$ cat src/rtl/serial_xor_cipher_pkg.sv
// cipher_pkg: shared types and helpers for the multi-slot serial XOR cipher.
// Holds the controller state encoding, default sizes and the key rotation helper.
package cipher_pkg;

  localparam int DEF_MSG_SIZE = 64;
  localparam int DEF_KEY_SIZE = 8;
  localparam int DEF_NUM_KEYS = 4;

  // Widest key the rotation helper accepts; narrower keys occupy the low bits.
  localparam int MAX_KEY_W = 64;

  typedef enum logic [2:0] {
    IDLE,
    LOAD_KEY,
    LOAD_MSG,
    ENCRYPT,
    SHIFT_OUT
  } state_t;

  // Rotate the low 'width' bits of value left by 'amount'; bits above 'width' come back as zero.
  function automatic logic [MAX_KEY_W-1:0] rotl(input logic [MAX_KEY_W-1:0] value,
                                                input int width,
                                                input int amount);
    logic [MAX_KEY_W-1:0] result;
    int src;
    result = '0;
    src    = 0;
    for (int i = 0; i < MAX_KEY_W; i++) begin
      if (i < width) begin
        src       = (i - (amount % width) + width) % width;
        result[i] = value[src];
      end
    end
    return result;
  endfunction

endpackage

$ cat src/rtl/serial_xor_cipher_if.sv
// serial_xor_cipher_if: serial pin bundle between the pad side (master) and the cipher (slave).
interface serial_xor_cipher_if
  import cipher_pkg::*;
#(
  parameter int NUM_KEYS = DEF_NUM_KEYS,
  parameter int SEL_W    = $clog2(NUM_KEYS)
);

  logic                iData_in;
  logic                iKey_flag;
  logic                iMsg_flag;
  logic [SEL_W-1:0]    iKey_sel;
  logic                oData_out;
  logic                oData_flag;
  logic                oBusy;
  logic                oDone;
  logic                oErr;
  logic [NUM_KEYS-1:0] oKey_valid;

  modport master (
    output iData_in, iKey_flag, iMsg_flag, iKey_sel,
    input  oData_out, oData_flag, oBusy, oDone, oErr, oKey_valid
  );

  modport slave (
    input  iData_in, iKey_flag, iMsg_flag, iKey_sel,
    output oData_out, oData_flag, oBusy, oDone, oErr, oKey_valid
  );

endinterface

$ cat src/rtl/serial_xor_cipher_shift_in.sv
// serial_shift_in: MSB-first deserialiser with bit counter, completion strobe and abort.
// 'value' already includes the bit being taken this cycle so a completed word can be stored on the same edge.
module serial_shift_in #(
  parameter int WIDTH = 8
) (
  input  logic             clk,
  input  logic             rst,
  input  logic             ena,
  input  logic             take,
  input  logic             abort,
  input  logic             din,
  output logic [WIDTH-1:0] value,
  output logic             complete
);

  localparam int CNT_W = $clog2(WIDTH) + 1;

  logic [WIDTH-1:0] data;
  logic [CNT_W-1:0] count;

  assign value    = take ? {data[WIDTH-2:0], din} : data;
  assign complete = take && (count == CNT_W'(WIDTH - 1));

  always_ff @(posedge clk or posedge rst) begin
    if (rst) begin
      data  <= '0;
      count <= '0;
    end else if (ena) begin
      if (abort) begin
        data  <= '0;
        count <= '0;
      end else if (take) begin
        data  <= value;
        count <= complete ? '0 : count + CNT_W'(1);
      end
    end
  end

endmodule

$ cat src/rtl/serial_xor_cipher.sv
// serial_xor_cipher: NUM_KEYS serially loaded key slots, one serial message, repeating-key XOR, serial output.
// Define ROLLING_KEY_EN to rotate the key left by the block index for each KEY_SIZE block.
module serial_xor_cipher
  import cipher_pkg::*;
#(
  parameter int MSG_SIZE = DEF_MSG_SIZE,
  parameter int KEY_SIZE = DEF_KEY_SIZE,
  parameter int NUM_KEYS = DEF_NUM_KEYS
) (
  input  logic               clk,
  input  logic               rst,
  input  logic               ena,
  serial_xor_cipher_if.slave bus
);

  localparam int SEL_W   = $clog2(NUM_KEYS);
  localparam int NUM_BLK = MSG_SIZE / KEY_SIZE;
  localparam int OUT_W   = $clog2(MSG_SIZE) + 1;

  state_t              state, state_next;
  logic [KEY_SIZE-1:0] keys [NUM_KEYS];
  logic [NUM_KEYS-1:0] key_valid;
  logic [SEL_W-1:0]    key_slot;
  logic [SEL_W-1:0]    enc_slot;
  logic                key_hold;
  logic                msg_hold;
  logic [MSG_SIZE-1:0] out_sreg;
  logic [MSG_SIZE-1:0] cipher;
  logic [KEY_SIZE-1:0] blk_key;
  logic [OUT_W-1:0]    out_cnt;
  logic                data_out;
  logic                data_flag;
  logic                done;
  logic                err;

  logic                key_start, msg_start;
  logic                key_take, msg_take;
  logic                key_abort, msg_abort;
  logic                key_complete, msg_complete;
  logic                sel_ok, out_last;
  logic [KEY_SIZE-1:0] key_word;
  logic [MSG_SIZE-1:0] msg_word;

  // A flag still high after a completed load must drop before it can start another one.
  assign key_start = bus.iKey_flag && !key_hold;
  assign msg_start = bus.iMsg_flag && !msg_hold && !bus.iKey_flag;

  assign key_take  = ((state == IDLE) && key_start) || ((state == LOAD_KEY) && bus.iKey_flag);
  assign key_abort = (state == LOAD_KEY) && !bus.iKey_flag;
  assign msg_take  = ((state == IDLE) && msg_start) || ((state == LOAD_MSG) && bus.iMsg_flag);
  assign msg_abort = (state == LOAD_MSG) && !bus.iMsg_flag;

  assign sel_ok   = (int'(bus.iKey_sel) < NUM_KEYS) && key_valid[bus.iKey_sel];
  assign out_last = (out_cnt == OUT_W'(MSG_SIZE));

  serial_shift_in #(.WIDTH(KEY_SIZE)) u_key_in (
    .clk      (clk),
    .rst      (rst),
    .ena      (ena),
    .take     (key_take),
    .abort    (key_abort),
    .din      (bus.iData_in),
    .value    (key_word),
    .complete (key_complete)
  );

  serial_shift_in #(.WIDTH(MSG_SIZE)) u_msg_in (
    .clk      (clk),
    .rst      (rst),
    .ena      (ena),
    .take     (msg_take),
    .abort    (msg_abort),
    .din      (bus.iData_in),
    .value    (msg_word),
    .complete (msg_complete)
  );

  always_ff @(posedge clk or posedge rst) begin
    if (rst) begin
      state <= IDLE;
    end else if (ena) begin
      state <= state_next;
    end
  end

  always_comb begin
    state_next = state;
    case (state)
      IDLE: begin
        if (key_start) begin
          state_next = LOAD_KEY;
        end else if (msg_start) begin
          state_next = LOAD_MSG;
        end
      end
      LOAD_KEY: begin
        if (!bus.iKey_flag || key_complete) begin
          state_next = IDLE;
        end
      end
      LOAD_MSG: begin
        if (!bus.iMsg_flag) begin
          state_next = IDLE;
        end else if (msg_complete) begin
          state_next = sel_ok ? ENCRYPT : IDLE;
        end
      end
      ENCRYPT:   state_next = SHIFT_OUT;
      SHIFT_OUT: begin
        if (out_last) begin
          state_next = IDLE;
        end
      end
      default:   state_next = IDLE;
    endcase
  end

  // Block 0 is the most significant KEY_SIZE bits of the message.
  always_comb begin
    cipher  = '0;
    blk_key = '0;
    for (int j = 0; j < NUM_BLK; j++) begin
`ifdef ROLLING_KEY_EN
      blk_key = KEY_SIZE'(rotl(MAX_KEY_W'(keys[enc_slot]), KEY_SIZE, j % KEY_SIZE));
`else
      blk_key = keys[enc_slot];
`endif
      cipher[MSG_SIZE-1-j*KEY_SIZE -: KEY_SIZE] =
        msg_word[MSG_SIZE-1-j*KEY_SIZE -: KEY_SIZE] ^ blk_key;
    end
  end

  always_ff @(posedge clk or posedge rst) begin
    if (rst) begin
      for (int i = 0; i < NUM_KEYS; i++) begin
        keys[i] <= '0;
      end
      key_valid <= '0;
      key_slot  <= '0;
      enc_slot  <= '0;
      key_hold  <= 1'b0;
      msg_hold  <= 1'b0;
      out_sreg  <= '0;
      out_cnt   <= '0;
      data_out  <= 1'b0;
      data_flag <= 1'b0;
      done      <= 1'b0;
      err       <= 1'b0;
    end else if (ena) begin
      done <= 1'b0;
      err  <= 1'b0;

      if (!bus.iKey_flag) begin
        key_hold <= 1'b0;
      end else if ((state == LOAD_KEY) && key_complete) begin
        key_hold <= 1'b1;
      end

      if (!bus.iMsg_flag) begin
        msg_hold <= 1'b0;
      end else if ((state == LOAD_MSG) && msg_complete) begin
        msg_hold <= 1'b1;
      end

      case (state)
        IDLE: begin
          if (key_start) begin
            key_slot                <= bus.iKey_sel;
            key_valid[bus.iKey_sel] <= 1'b0;
          end
        end
        LOAD_KEY: begin
          if (bus.iKey_flag && key_complete) begin
            keys[key_slot]      <= key_word;
            key_valid[key_slot] <= 1'b1;
          end
        end
        LOAD_MSG: begin
          if (bus.iMsg_flag && msg_complete) begin
            enc_slot <= bus.iKey_sel;
            err      <= !sel_ok;
          end
        end
        ENCRYPT: begin
          out_sreg <= cipher;
          out_cnt  <= '0;
        end
        SHIFT_OUT: begin
          if (out_last) begin
            data_out  <= 1'b0;
            data_flag <= 1'b0;
            done      <= 1'b1;
          end else begin
            data_out  <= out_sreg[MSG_SIZE-1];
            data_flag <= 1'b1;
            out_sreg  <= out_sreg << 1;
            out_cnt   <= out_cnt + OUT_W'(1);
          end
        end
        default: ;
      endcase
    end
  end

  assign bus.oData_out  = data_out;
  assign bus.oData_flag = data_flag;
  assign bus.oBusy      = (state == ENCRYPT) || (state == SHIFT_OUT);
  assign bus.oDone      = done;
  assign bus.oErr       = err;
  assign bus.oKey_valid = key_valid;

endmodule

$ cat src/flat_wrapper.sv
// flat-port wrapper written by rule: the top's interface ports become plain ports
module serial_xor_cipher_flat import cipher_pkg::*;
#(
  parameter int MSG_SIZE = DEF_MSG_SIZE,
  parameter int KEY_SIZE = DEF_KEY_SIZE,
  parameter int NUM_KEYS = DEF_NUM_KEYS
)
  (clk, rst, ena, bus_iData_in, bus_iKey_flag, bus_iMsg_flag, bus_iKey_sel, bus_oData_out, bus_oData_flag, bus_oBusy, bus_oDone, bus_oErr, bus_oKey_valid);
  serial_xor_cipher_if #(.NUM_KEYS(NUM_KEYS)) bus_i ();
  input  logic clk;
  input  logic rst;
  input  logic ena;
  input wire logic [$bits(bus_i.iData_in)-1:0] bus_iData_in;
  input wire logic [$bits(bus_i.iKey_flag)-1:0] bus_iKey_flag;
  input wire logic [$bits(bus_i.iMsg_flag)-1:0] bus_iMsg_flag;
  input wire logic [$bits(bus_i.iKey_sel)-1:0] bus_iKey_sel;
  output wire logic [$bits(bus_i.oData_out)-1:0] bus_oData_out;
  output wire logic [$bits(bus_i.oData_flag)-1:0] bus_oData_flag;
  output wire logic [$bits(bus_i.oBusy)-1:0] bus_oBusy;
  output wire logic [$bits(bus_i.oDone)-1:0] bus_oDone;
  output wire logic [$bits(bus_i.oErr)-1:0] bus_oErr;
  output wire logic [$bits(bus_i.oKey_valid)-1:0] bus_oKey_valid;
  assign bus_i.iData_in = bus_iData_in;
  assign bus_i.iKey_flag = bus_iKey_flag;
  assign bus_i.iMsg_flag = bus_iMsg_flag;
  assign bus_i.iKey_sel = bus_iKey_sel;
  assign bus_oData_out = bus_i.oData_out;
  assign bus_oData_flag = bus_i.oData_flag;
  assign bus_oBusy = bus_i.oBusy;
  assign bus_oDone = bus_i.oDone;
  assign bus_oErr = bus_i.oErr;
  assign bus_oKey_valid = bus_i.oKey_valid;
  serial_xor_cipher #(.MSG_SIZE(MSG_SIZE), .KEY_SIZE(KEY_SIZE), .NUM_KEYS(NUM_KEYS)) u_core (.clk(clk), .rst(rst), .ena(ena), .bus(bus_i));
endmodule
$ cat config.mk
export PLATFORM = sky130hd
export DESIGN_NAME = serial_xor_cipher_flat
export DESIGN_NICKNAME = d
export VERILOG_FILES = /design/src/rtl/serial_xor_cipher_pkg.sv /design/src/rtl/serial_xor_cipher_if.sv /design/src/rtl/serial_xor_cipher_shift_in.sv /design/src/rtl/serial_xor_cipher.sv /design/src/flat_wrapper.sv
export SDC_FILE = /design/constraint.sdc
export NUM_CORES = 1
export LEC_CHECK = 0
export CORE_MARGIN = 2
export CORE_UTILIZATION = 60
export CTS_CLUSTER_DIAMETER = 150
export DETAILED_ROUTE_END_ITERATION = 8
export PLACE_DENSITY = 0.77
export SLEW_MARGIN = 10
export SYNTH_ARGS = -nofsm -noshare
export SYNTH_HDL_FRONTEND = slang
export SYNTH_SLANG_ARGS = --single-unit
$ cat constraint.sdc
create_clock -name clk -period 9.8 [get_ports clk]
set_input_delay 1.96 -clock clk [delete_from_list [all_inputs] [get_ports clk]]
set_output_delay 1.96 -clock clk [all_outputs]
set_load 0.02 [all_outputs]
# After elaboration in Yosys (flattened, before gate mapping)
# Cells that the tools add are included.
# Widths: inputs -> output; s select.
dict set report word_totals {
  reg_bits 203
  input_bits 8
}
dict set report op_classes {
  mux 49
  n_reduce_logical 43
  n_bitwise 13
  eq_ne 16
  n_addsub 3
  order_cmp 7
}
# operator count
set op_table {}
lappend op_table {{$mux 64} 4}
lappend op_table {{$pmux 64 s2} 1}
lappend op_table {{$xor 8x8->8} 8}
lappend op_table {{$mux 8} 6}
lappend op_table {{$bwmux 32} 1}
lappend op_table {{$mux 7} 4}
lappend op_table {{$mux 4} 5}
lappend op_table {{$logic_and 1x1->1} 18}
lappend op_table {{$mux 3} 6}
lappend op_table {{$bmux 8 s2} 1}
lappend op_table {{$demux 8 s2} 1}
lappend op_table {{$pmux 3 s5} 1}
lappend op_table {{$add 7x1->7 const B} 2}
lappend op_table {{$pmux 7 s2} 1}
lappend op_table {{$mux 1} 13}
lappend op_table {{$reduce_and 3->1} 4}
lappend op_table {{$reduce_and 2->1} 5}
lappend op_table {{$ne 2x1->1 const B} 4}
lappend op_table {{$pmux 4 s2} 1}
lappend op_table {{$reduce_bool 2->1} 4}
lappend op_table {{$eq 7x6->1 const B} 1}
lappend op_table {{$eq 7x7->1 const B} 1}
lappend op_table {{$eq 3x2->1 const B} 2}
lappend op_table {{$ge 3x3->1 const B} 2}
lappend op_table {{other kinds (22)} 35}

# Logic depth before layout (Yosys ltp)
# Gate-level depths: netlist of the first run.
dict set report logic_depth {
  ltp_word 9
  depth_mapped 9
  mapped_depth_nobuf 7
}

# Modules after synthesis
# From an unflattened synthesis of the first run, not the netlist that was laid out.
dict set report hier_totals {
  hier_cells 1044
  area_unflattened_um2 11223.3
}
# module n_inst cells_per_inst seq_area_each_um2 area_per_inst_um2
set modules_own_cells {}
lappend modules_own_cells {serial_xor_cipher 1 584 3002.9 6855.3}
lappend modules_own_cells {{serial_shift_in (u_core.u_msg_in)} 1 390 1776.7 3651.0}
lappend modules_own_cells {{serial_shift_in (u_core.u_key_in)} 1 70 300.3 716.9}

# Least setup slack after synthesis of the first run
# No wires, ideal clock.
dict set report synth_timing {
  kind {input to register}
  from {in bus_iKey_flag}
  to {reg u_core.keys[0] (netlist name)}
  arrival_time_ns 3.325
  path_slack_ns 6.350
  t_required_ns 9.675
  path_buffers 3
  stages 7
  cell_sequence {clkbuf_1 -> and3_1 -> buf_4 -> nand3_4 -> or3_1 -> buf_6 -> mux2_4}
}
dict set report synth_via {
  elab_chain_len 6
}
# item line
set synth_rtl {}
lappend synth_rtl {{start, declared} flat_wrapper.sv:14} ;# input wire logic [$bits(bus_i.iKey_flag)-1:0] bus_iKey_flag;
lappend synth_rtl {{$logic_and 1x1->1} serial_xor_cipher.sv:45} ;# assign key_start = bus.iKey_flag && !key_hold;
lappend synth_rtl {{$logic_and 1x1->1} serial_xor_cipher.sv:48} ;# assign key_take = ((state == IDLE) && key_start) || ((state == LOAD_KEY) && bus.iKey_flag);
lappend synth_rtl {{$logic_or 1x1->1} serial_xor_cipher.sv:48}
lappend synth_rtl {{$logic_and 1x1->1} serial_xor_cipher_shift_in.sv:22} ;# assign complete = take && (count == CNT_W'(WIDTH - 1));
lappend synth_rtl {{$logic_and 1x1->1} serial_xor_cipher.sv:173} ;# if (bus.iKey_flag && key_complete) begin
lappend synth_rtl {{$reduce_and 3->1 (no line)} --}
lappend synth_rtl {{end signal, assigned by index} serial_xor_cipher.sv:174} ;# keys[key_slot] <= key_word;
lappend synth_rtl {{end, declared} serial_xor_cipher.sv:21} ;# logic [KEY_SIZE-1:0] keys [NUM_KEYS];
# Several ways; a longest one is shown, not always the timed one.
# A chain may end at the register's enable or synchronous reset.

# Worst setup path in the final report of the first run
dict set report layout_timing {
  from {reg u_core.state[1]}
  to {out bus_oBusy}
}
dict set report layout_via {
  elab_chain_len 2
}
# item line
set layout_rtl {}
lappend layout_rtl {{start, declared} serial_xor_cipher.sv:20} ;# state_t state, state_next;
lappend layout_rtl {{start signal, assigned} serial_xor_cipher.sv:82} ;# state <= state_next;
lappend layout_rtl {{$eq 3x2->1 / $eq 3x3->1 (equally long branches)} serial_xor_cipher.sv:207} ;# assign bus.oBusy = (state == ENCRYPT) || (state == SHIFT_OUT);
lappend layout_rtl {{$logic_or 1x1->1 *} serial_xor_cipher.sv:207}
lappend layout_rtl {{end, declared} flat_wrapper.sv:19} ;# output wire logic [$bits(bus_i.oBusy)-1:0] bus_oBusy;
# Mark *: on every way between the ends. The rest lies on a longest branch, timed or not.

==> results of run 1 <==
-- per-layer routing --
layer | global-route usage | wire length [microns] | vias up
li1 | - | - | 3408
met1 | 0.341 | 9410 | 3626
met4 | 0.0573 | 346 | 0
met2 | 0.410 | 10200 | 166
met3 | 0.0320 | 1010 | 27
met5 | 0 | 0 | -
-- report_power, final --
part           total (W)  internal [W]  leakage (nW)  switching [W]
Clock           0.000826      0.000502         0.357       0.000323
Sequential      0.000954      0.000894          2.80      0.0000599
Combinational   0.000453      0.000150          1.74       0.000303
Total            0.00223       0.00155          4.89       0.000687
-- worst max-delay path by stage --
stage                                     start                                    to  slack (ps)
finish              u_core.state[1]$_DFFE_PP0P_                             bus_oBusy        5080
global route        u_core.state[1]$_DFFE_PP0P_                             bus_oBusy        4890
CTS                 u_core.state[1]$_DFFE_PP0P_                             bus_oBusy        5030
detailed placement                bus_iKey_flag  u_core.u_msg_in.count[0]$_DFFE_PP0P_        5090
global placement                            ena  u_core.u_msg_in.count[4]$_DFFE_PP0P_        5160
floorplan                                   rst     u_core.bus.oData_flag$_DFFE_PP0P_        2300
-- area by class of cell --
cell class / instances / share of cell area
clock buffers: 36 / 0.0624
clock inverters: 3 / 0.00399
inverters: 17 / 0.00650
multi-input cells: 696 / 0.418
flip-flops and latches: 203 / 0.463
well taps: 220 / 0.0251
repair buffers: 25 / 0.0208
-- cells in the final DEF (no fill, tap or decap), drive strengths merged, types with 4 or more instances in the layout --
cell | netlist | layout
a21oi | 8 | 8
o2bb2ai | 4 | 4
or3 | 5 | 5
and3 | 8 | 8
mux4 | 9 | 9
mux2 | 20 | 20
buf | 30 | 9
a21boi | 9 | 9
clkbuf | 46 | 36
nand3 | 73 | 73
xor2 | 67 | 67
dfrtp | 203 | 203
inv | 17 | 18
nor3 | 6 | 6
nand2 | 192 | 192
ha | 4 | 4
mux2i | 65 | 65
nor2 | 12 | 12
o21ai | 102 | 102
o211ai | 66 | 66
nand2b | 6 | 6
o21bai | 4 | 4
clkdlybuf4s50 | 0 | 16
-- metrics by stage --
stage	instances	cell area (sq um)
after global routing	1200	11000
final	1200	11000
after detailed placement	1161	10200
after global placement	1161	10200
after CTS	1200	11000
after floorplan	992	10000
-- sequential cells by signal, summed over array words and instances (netlist names), 2 cells and up --
name and count:
u_core.state 3, u_core.enc_slot 2, u_core.u_key_in.data 8, u_core.keys 32, u_core.u_key_in.count 4, u_core.key_slot 2
u_core.u_msg_in.data 64, u_core.bus.oKey_valid 4, u_core.out_sreg 64, u_core.out_cnt 7, u_core.u_msg_in.count 7
-- worst register-to-register path: cells and delay by family, from the launching register on --
kind            cells  cell delay (ps)
flops               1              580
simple gates        2              390
buf+inv             2             1110
compound gates      3             1260
-- logic make-up after synthesis --
family / count (synthesis)
AND/OR/NAND/NOR: 321
AO/OA/AOI/OAI: 210
flip-flops: 203
multiplexers: 94
buffers and inverters: 93
XOR/XNOR: 67
adder cells (fa/ha/maj): 4
==> impl_metrics.yaml, run 1 <==
flow_run:
  cap_violations: 0
timing:
  setup_violations: 0
  timing.slew.headroom: 0.242
  skew_ps: 18.9
  slew_viol_final: 0
  worst_pin_slew_ps: 1140
  min_period_ps: 4720
  final.setup.tns_ps: 0
  fmaxAchievable_mhz: 212
  fin_ws_ps: 5080
  rsz0062_at_grt: "false"
  fin_crit_sh: 0.482
  final_hold_viol_count: 0
  hold-worst-slack_ps: 475
setup_path:
  crit_path_top_delay_cell: "buf_4"
  path_cells: "nor3b_4, buf_4, or2_2, clkdlybuf4s50_1"
  slowest_delay_ps: 620
  r2r_cells: 7
  worstReg2RegStart: "u_core.state[1]$_DFFE_PP0P_"
  cp-end-kind: "primary output"
  cp_max_fo: 68
  worstSetupPathType: "reg2out"
  r2r-end: "u_core.out_sreg[25]$_DFFE_PP0P_"
  arrival_ps: 2760
  reg2reg_slack_ps: 6380
  cp_num_buf_inv: 2
  worst-path-stages: 4
  cp_top_family: "buffers and inverters"
  crit_path_start_kind: "flop"
  required_ps: 7840
layout:
  finish.net_count: 978
  fillers: 1250
  drive_gt1_frac: 0.0888
  diodes: 0
  multi_input_area_sq_um: 4580
  register_area_sq_um: 5080
  final_util: 0.666
  area_growth_pct: 9.39
clocking:
  cts_resized: 0
  cts_tree: "yes"
  cts_buffers: 23
  cts-root-buf: "clkbuf_16"
  cts_buffer_depth: 3
  ctsHoldBuffers: 0
  clk_pin_slew_ps: 60
  cts.sink_count: 203
  clk_latency_ps: 500
  post-cts-setup-buffer-count: 0
  htreeDepth: 1
synth:
  synth_top_cell_by_area: "dfrtp_1"
  synth_common_cells: "dfrtp_1 (203), nand2_1 (192), o21ai_0 (99)"
  syn_avg_cell_area_sq_um: 10.1
  synthMostInstantiatedCell: "dfrtp_1"
  syn_area_sq_um: 10000
  netlist_top_cells_area: "dfrtp_1 (51%), nand2_1 (7.2%), mux2i_1 (6.5%)"
  synth-main-ff-cell: "dfrtp_1"
  synth-edff-count: 0
  ys_warn_count: 0
  synth_compound_area_frac: 0.132
  synth-adder-area-share: 0.00499
  synth-seq-cells: 203
  synth-simple-area-share: 0.147
  netlist.area_leader.share: 0.507
  syn_nets: 1004
  synthXorXnorAreaFrac: 0.0585
  async_flop_share: 1.00
  yosysSeqAreaShare: 0.507
  synth_cell_types: 54
  synth_top_family_by_area: "simple AND/OR/NAND/NOR gates"
  synthMuxAreaShare: 0.111
  syn_inst: 992
floorplanning:
  rows: 47
  num_io_pins: 17
  initial_core_util: 0.609
  core-area_sq_um: 16500
  dieArea_sq_um: 17800
  die_h_microns: 133
  die_x_microns: 133
placement:
  pre_cts_slack_ps: 5090
  globalplace.congestion: 0.797
  io_buffer_count: 16
  dp_hpwl_mm: 11.9
hold_path:
  hold_end: "u_core.keys[21]$_DFFE_PP0P_"
  hp-start: "u_core.keys[21]$_DFFE_PP0P_"
  hold_path_class: "reg2reg"
  hold_depth: 2
drt:
  vias: 7227
  wl_mm: 21.0
  ant_nets: 0
  drcViolationCount: 0
  via_per_inst: 6.02
  drt_pre_antenna_iters: 5
  drtIter0Drc: 462
  wire_per_inst_microns: 17.5
power:
  power_leakage_nw: 4.89
  total_power_w: 0.00223
  vdd_drop_max_mv: 0.249
  powerDensity_nw_per_um2: 204
global_route:
  overflow: 0
  grt.total_usage: 0.243
  grt_pass1_wl_mm: 35.5
  grt_start_max_net_pins: 122
  antenna_found_initial: 0
  grt_pass1_vias: 7092
status:
  status: "finished, final reports clean"
Power figures use the tool's default switching activity.
==> run 2, diff against run 1 <==
Clock period 9.8 ns to 4.92 ns, I/O delays scaled along.
==> impl_metrics.yaml, run 2 (synthesis gave the netlist of run 1 again) <==
global_route:
  grt_pass1_vias: 7171
  grt.total_usage: 0.252
  antenna_found_initial: 0
  grt_pass1_wl_mm: 36.5
  grt_start_max_net_pins: 73
  overflow: 0
layout:
  drive_gt1_frac: 0.0964
  area_growth_pct: 10.3
  reg_top3: "u_core.out_sreg (64), u_core.u_msg_in.data (64), u_core.keys (32)"
  final_cell_mix: "dfrtp_1 (203), nand2_1 (191), o21ai_0 (98), nand3_1 (70), xor2_1 (67)"
  layout_commonest_cell: "dfrtp_1"
  finish.net_count: 982
  diodes: 0
  final_util: 0.672
power:
  power_leakage_nw: 4.94
  vdd_drop_max_mv: 0.377
  powerDensity_nw_per_um2: 410
setup_path:
  slowest_delay_ps: 710
  crit_path_start_kind: "flop"
  cp_max_fo: 15
  worstSetupPathType: "reg2out"
  required_ps: 3940
  crit_path_top_delay_cell: "dfrtp_1"
  r2r_cells: 6
  cp-end-kind: "primary output"
  arrival_ps: 2440
  path_cells: "and3_1, or2_2, clkdlybuf4s50_1"
floorplanning:
  initial_core_util: 0.609
  core-area_sq_um: 16500
  die_h_microns: 133
  die_x_microns: 133
  num_io_pins: 17
  rows: 47
  dieArea_sq_um: 17800
timing:
  min_period_ps: 3430
  final_hold_viol_count: 0
  fin_crit_sh: 0.696
  slew_viol_final: 0
  skew_ps: 15.9
  rsz0062_at_grt: "false"
  timing.slew.headroom: 0.384
  final.setup.tns_ps: 0
  worst_pin_slew_ps: 922
  fmaxAchievable_mhz: 292
  setup_violations: 0
drt:
  drtIter0Drc: 564
  vias: 7274
  ant_nets: 0
  wl_mm: 21.7
  drcViolationCount: 0
  via_per_inst: 6.04
  drt_pre_antenna_iters: 8
  wire_per_inst_microns: 18.0
clocking:
  htreeDepth: 1
  clk_pin_slew_ps: 60
  cts.sink_count: 203
  post-cts-setup-buffer-count: 0
  clk_latency_ps: 500
  ctsHoldBuffers: 0
  cts_tree: "yes"
  cts_buffer_depth: 3
  cts-root-buf: "clkbuf_16"
  cts_buffers: 23
  cts_resized: 0
hold_path:
  hold_path_class: "reg2reg"
  hold_depth: 2
placement:
  io_buffer_count: 16
  globalplace.congestion: 0.781
  dp_hpwl_mm: 12.8
status:
  status: "finished, final reports clean"
flow_run:
  cap_violations: 0
## run 2: area by class of cell
| cell class | count | area (sq um) |
|---|---|---|
| fillers | 1275 | 5410 |
| flip-flops and latches | 203 | 5080 |
| multi-input cells | 696 | 4580 |
| clock buffers | 32 | 659 |
| repair buffers | 29 | 295 |
| well taps | 220 | 275 |
| clock inverters | 8 | 96.3 |
| inverters | 17 | 67.6 |
## run 2: routing by layer
metal | global-route usage | part of all wire
met5 | 0 | 0
met4 | 0.0638 | 0.022
met3 | 0.0350 | 0.039
met2 | 0.418 | 0.48
met1 | 0.356 | 0.46
## run 2: final timing paths
path / to / from / slack, ps
max: bus_oBusy / u_core.state[1]$_DFFE_PP0P_ / 1490
min: u_core.keys[19]$_DFFE_PP0P_ / u_core.keys[19]$_DFFE_PP0P_ / 480
max reg2reg: u_core.out_sreg[20]$_DFFE_PP0P_ / u_core.state[1]$_DFFE_PP0P_ / 2040
max in group asynchronous: u_core.keys[26]$_DFFE_PP0P_ / rst / 2920
min reg2reg: u_core.keys[19]$_DFFE_PP0P_ / u_core.keys[19]$_DFFE_PP0P_ / 480
min in group asynchronous: u_core.out_sreg[8]$_DFFE_PP0P_ / rst / 1020
## run 2: through the flow
step                      power, W  cell area [sq um]  worst slack (ps)  instances  hold WS, ps
after floorplan            0.00259              10000              1310        992          445
after global placement     0.00282              10300              1270       1165          461
after detailed placement   0.00284              10300              1170       1165          464
after CTS                  0.00455              11100              1500       1205          484
after global routing       0.00472              11100              1410       1205          504
final                      0.00453              11100              1490       1205          480
## run 2: where the power goes
part,total (W),internal (W),switching (W)
logic,0.000915,0.000303,0.000612
registers,0.00190,0.00178,0.000121
clock network,0.00171,0.00104,0.000675
total,0.00453,0.00312,0.00141
## run 2: worst max-delay path, delay by kind of cell, from the launching register on
family	cells	cell delay (ps)
buffers and inverters	1	590
DFF	1	710
and+or+nand+nor	2	620
==> run 3, diff against run 2 <==
Settings changed: CORE_UTILIZATION 60 to 57.
Clock period 4.92 ns to 2.8 ns, I/O delays scaled along.
==> impl_metrics.yaml, run 3 (synthesis gave the netlist of run 1 again) <==
timing:
  min_period_ps: 2620
  fin_crit_sh: 0.936
  fmaxAchievable_mhz: 381
  worst_pin_slew_ps: 752
  rsz0062_at_grt: "false"
  final_hold_viol_count: 0
  skew_ps: 11.7
  timing.slew.headroom: 0.497
  setup_violations: 0
  slew_viol_final: 0
drt:
  wl_mm: 22.1
  drt_pre_antenna_iters: 4
  via_per_inst: 5.93
  vias: 7266
  drcViolationCount: 0
  wire_per_inst_microns: 18.0
  ant_nets: 0
  drtIter0Drc: 503
setup_path:
  reg2reg_slack_ps: 430
  worstSetupPathType: "reg2out"
  required_ps: 2240
  cp-end-kind: "primary output"
  crit_path_start: "u_core.state[2]$_DFFE_PP0P_"
  r2r-end: "u_core.out_sreg[9]$_DFFE_PP0P_"
  crit_path_start_kind: "flop"
  worstReg2RegStart: "u_core.out_cnt[4]$_DFFE_PP0P_"
  cp_max_fo: 8
  r2r_cells: 6
  arrival_ps: 2060
clocking:
  cts.sink_count: 203
  ctsHoldBuffers: 0
  cts-root-buf: "clkbuf_16"
  htreeDepth: 1
  clk_latency_ps: 500
  cts_buffer_depth: 3
  clk_pin_slew_ps: 60
  post-cts-setup-buffer-count: 0
  cts_tree: "yes"
  cts_buffers: 22
placement:
  dp.cells: 1186
  dp_hpwl_mm: 13.2
  io_buffer_count: 16
  place_area_sq_um: 10500
  globalplace.congestion: 0.815
hold_path:
  hold_end: "u_core.bus.oDone$_DFFE_PP0P_"
  hp-start: "u_core.bus.oDone$_DFFE_PP0P_"
  hold_path_class: "reg2reg"
  hold_depth: 1
layout:
  finish.net_count: 997
  fin_area_sq_um: 11300
  area_growth_pct: 12.9
  layout_commonest_cell: "dfrtp_1"
  final_cell_mix: "dfrtp_1 (201), nand2_1 (191), o21ai_0 (98), nand3_1 (70), xor2_1 (67)"
  reg_top3: "u_core.out_sreg (64), u_core.u_msg_in.data (64), u_core.keys (32)"
  diodes: 0
  drive_gt1_frac: 0.117
  fillers: 1309
  finalNonFillerCells: 1226
floorplanning:
  dieArea_sq_um: 18700
  die_x_microns: 137
  rows: 48
  initial_core_util: 0.582
  die_h_microns: 137
  num_io_pins: 17
  core-area_sq_um: 17200
power:
  powerDensity_nw_per_um2: 719
  vdd_drop_max_mv: 0.503
  power_leakage_nw: 5.08
global_route:
  grt.total_usage: 0.253
  overflow: 0
  antenna_found_initial: 0
  grt_start_max_net_pins: 68
  grt_pass1_wl_mm: 37.8
  grt_pass1_vias: 7420
flow_run:
  cap_violations: 0
status:
  status: "finished, final reports clean"
## run 3: per-layer routing
layer | track usage | vias to the layer above | share of wire
met5 | 0 | - | 0
met1 | 0.355 | 3604 | 0.46
met4 | 0.0885 | 0 | 0.028
li1 | - | 3458 | -
met2 | 0.401 | 161 | 0.47
met3 | 0.0441 | 43 | 0.046
## run 3: repair_timing
item,4_1_cts,5_1_grt
endpoints found under the hold margin,0,0
resized for setup,0,2
setup endpoints to repair,0,1
## run 3: area by class of cell
type	instances	area, sq um	share of cell area
Clock buffer	32	699	0.0618
Multi-Input combinational cell	696	4580	0.405
Clock inverter	8	90.1	0.00796
Sequential cell	203	5080	0.449
Timing Repair Buffer	45	515	0.0455
Tap cell	225	282	0.0249
Inverter	17	67.6	0.00597
## run 3: worst max-delay path, cell delays in order (launching register included)
cell             delay, ps
dfrtp_2                460
inv_1                   90
and3_1                 190
or2_2                  270
clkdlybuf4s50_1        540
## run 3: metrics by stage
step                      setup TNS [ps]  worst slack (ps)  total power (W)  hold WS, ps  utilization
final                                  0               178          0.00814          489        0.657
after global routing                   0              98.0          0.00851          509        0.657
after CTS                              0              47.0          0.00818          488        0.657
after detailed placement               0               219          0.00508          471        0.611
after global placement                 0               267          0.00505          459        0.611
after floorplan                   -79230              -390          0.00456          445            -
## run 3: how the worst max path moves through the flow
stage | to | slack, ps | cells after the start
final | bus_oBusy | 180 | 4
after CTS | bus_oBusy | 50 | 3
after detailed placement | u_core.out_sreg[51]$_DFFE_PP0P_ | 220 | 7
after global routing | bus_oBusy | 100 | 3
after floorplan | u_core.bus.oData_flag$_DFFE_PP0P_ | -390 | 1
after global placement | u_core.out_sreg[36]$_DFFE_PP0P_ | 270 | 7
## run 3: report_power, final
part           total (W)  switching, W  internal, W
clock network    0.00309       0.00118      0.00191
registers        0.00334      0.000212      0.00313
logic            0.00170       0.00109     0.000611
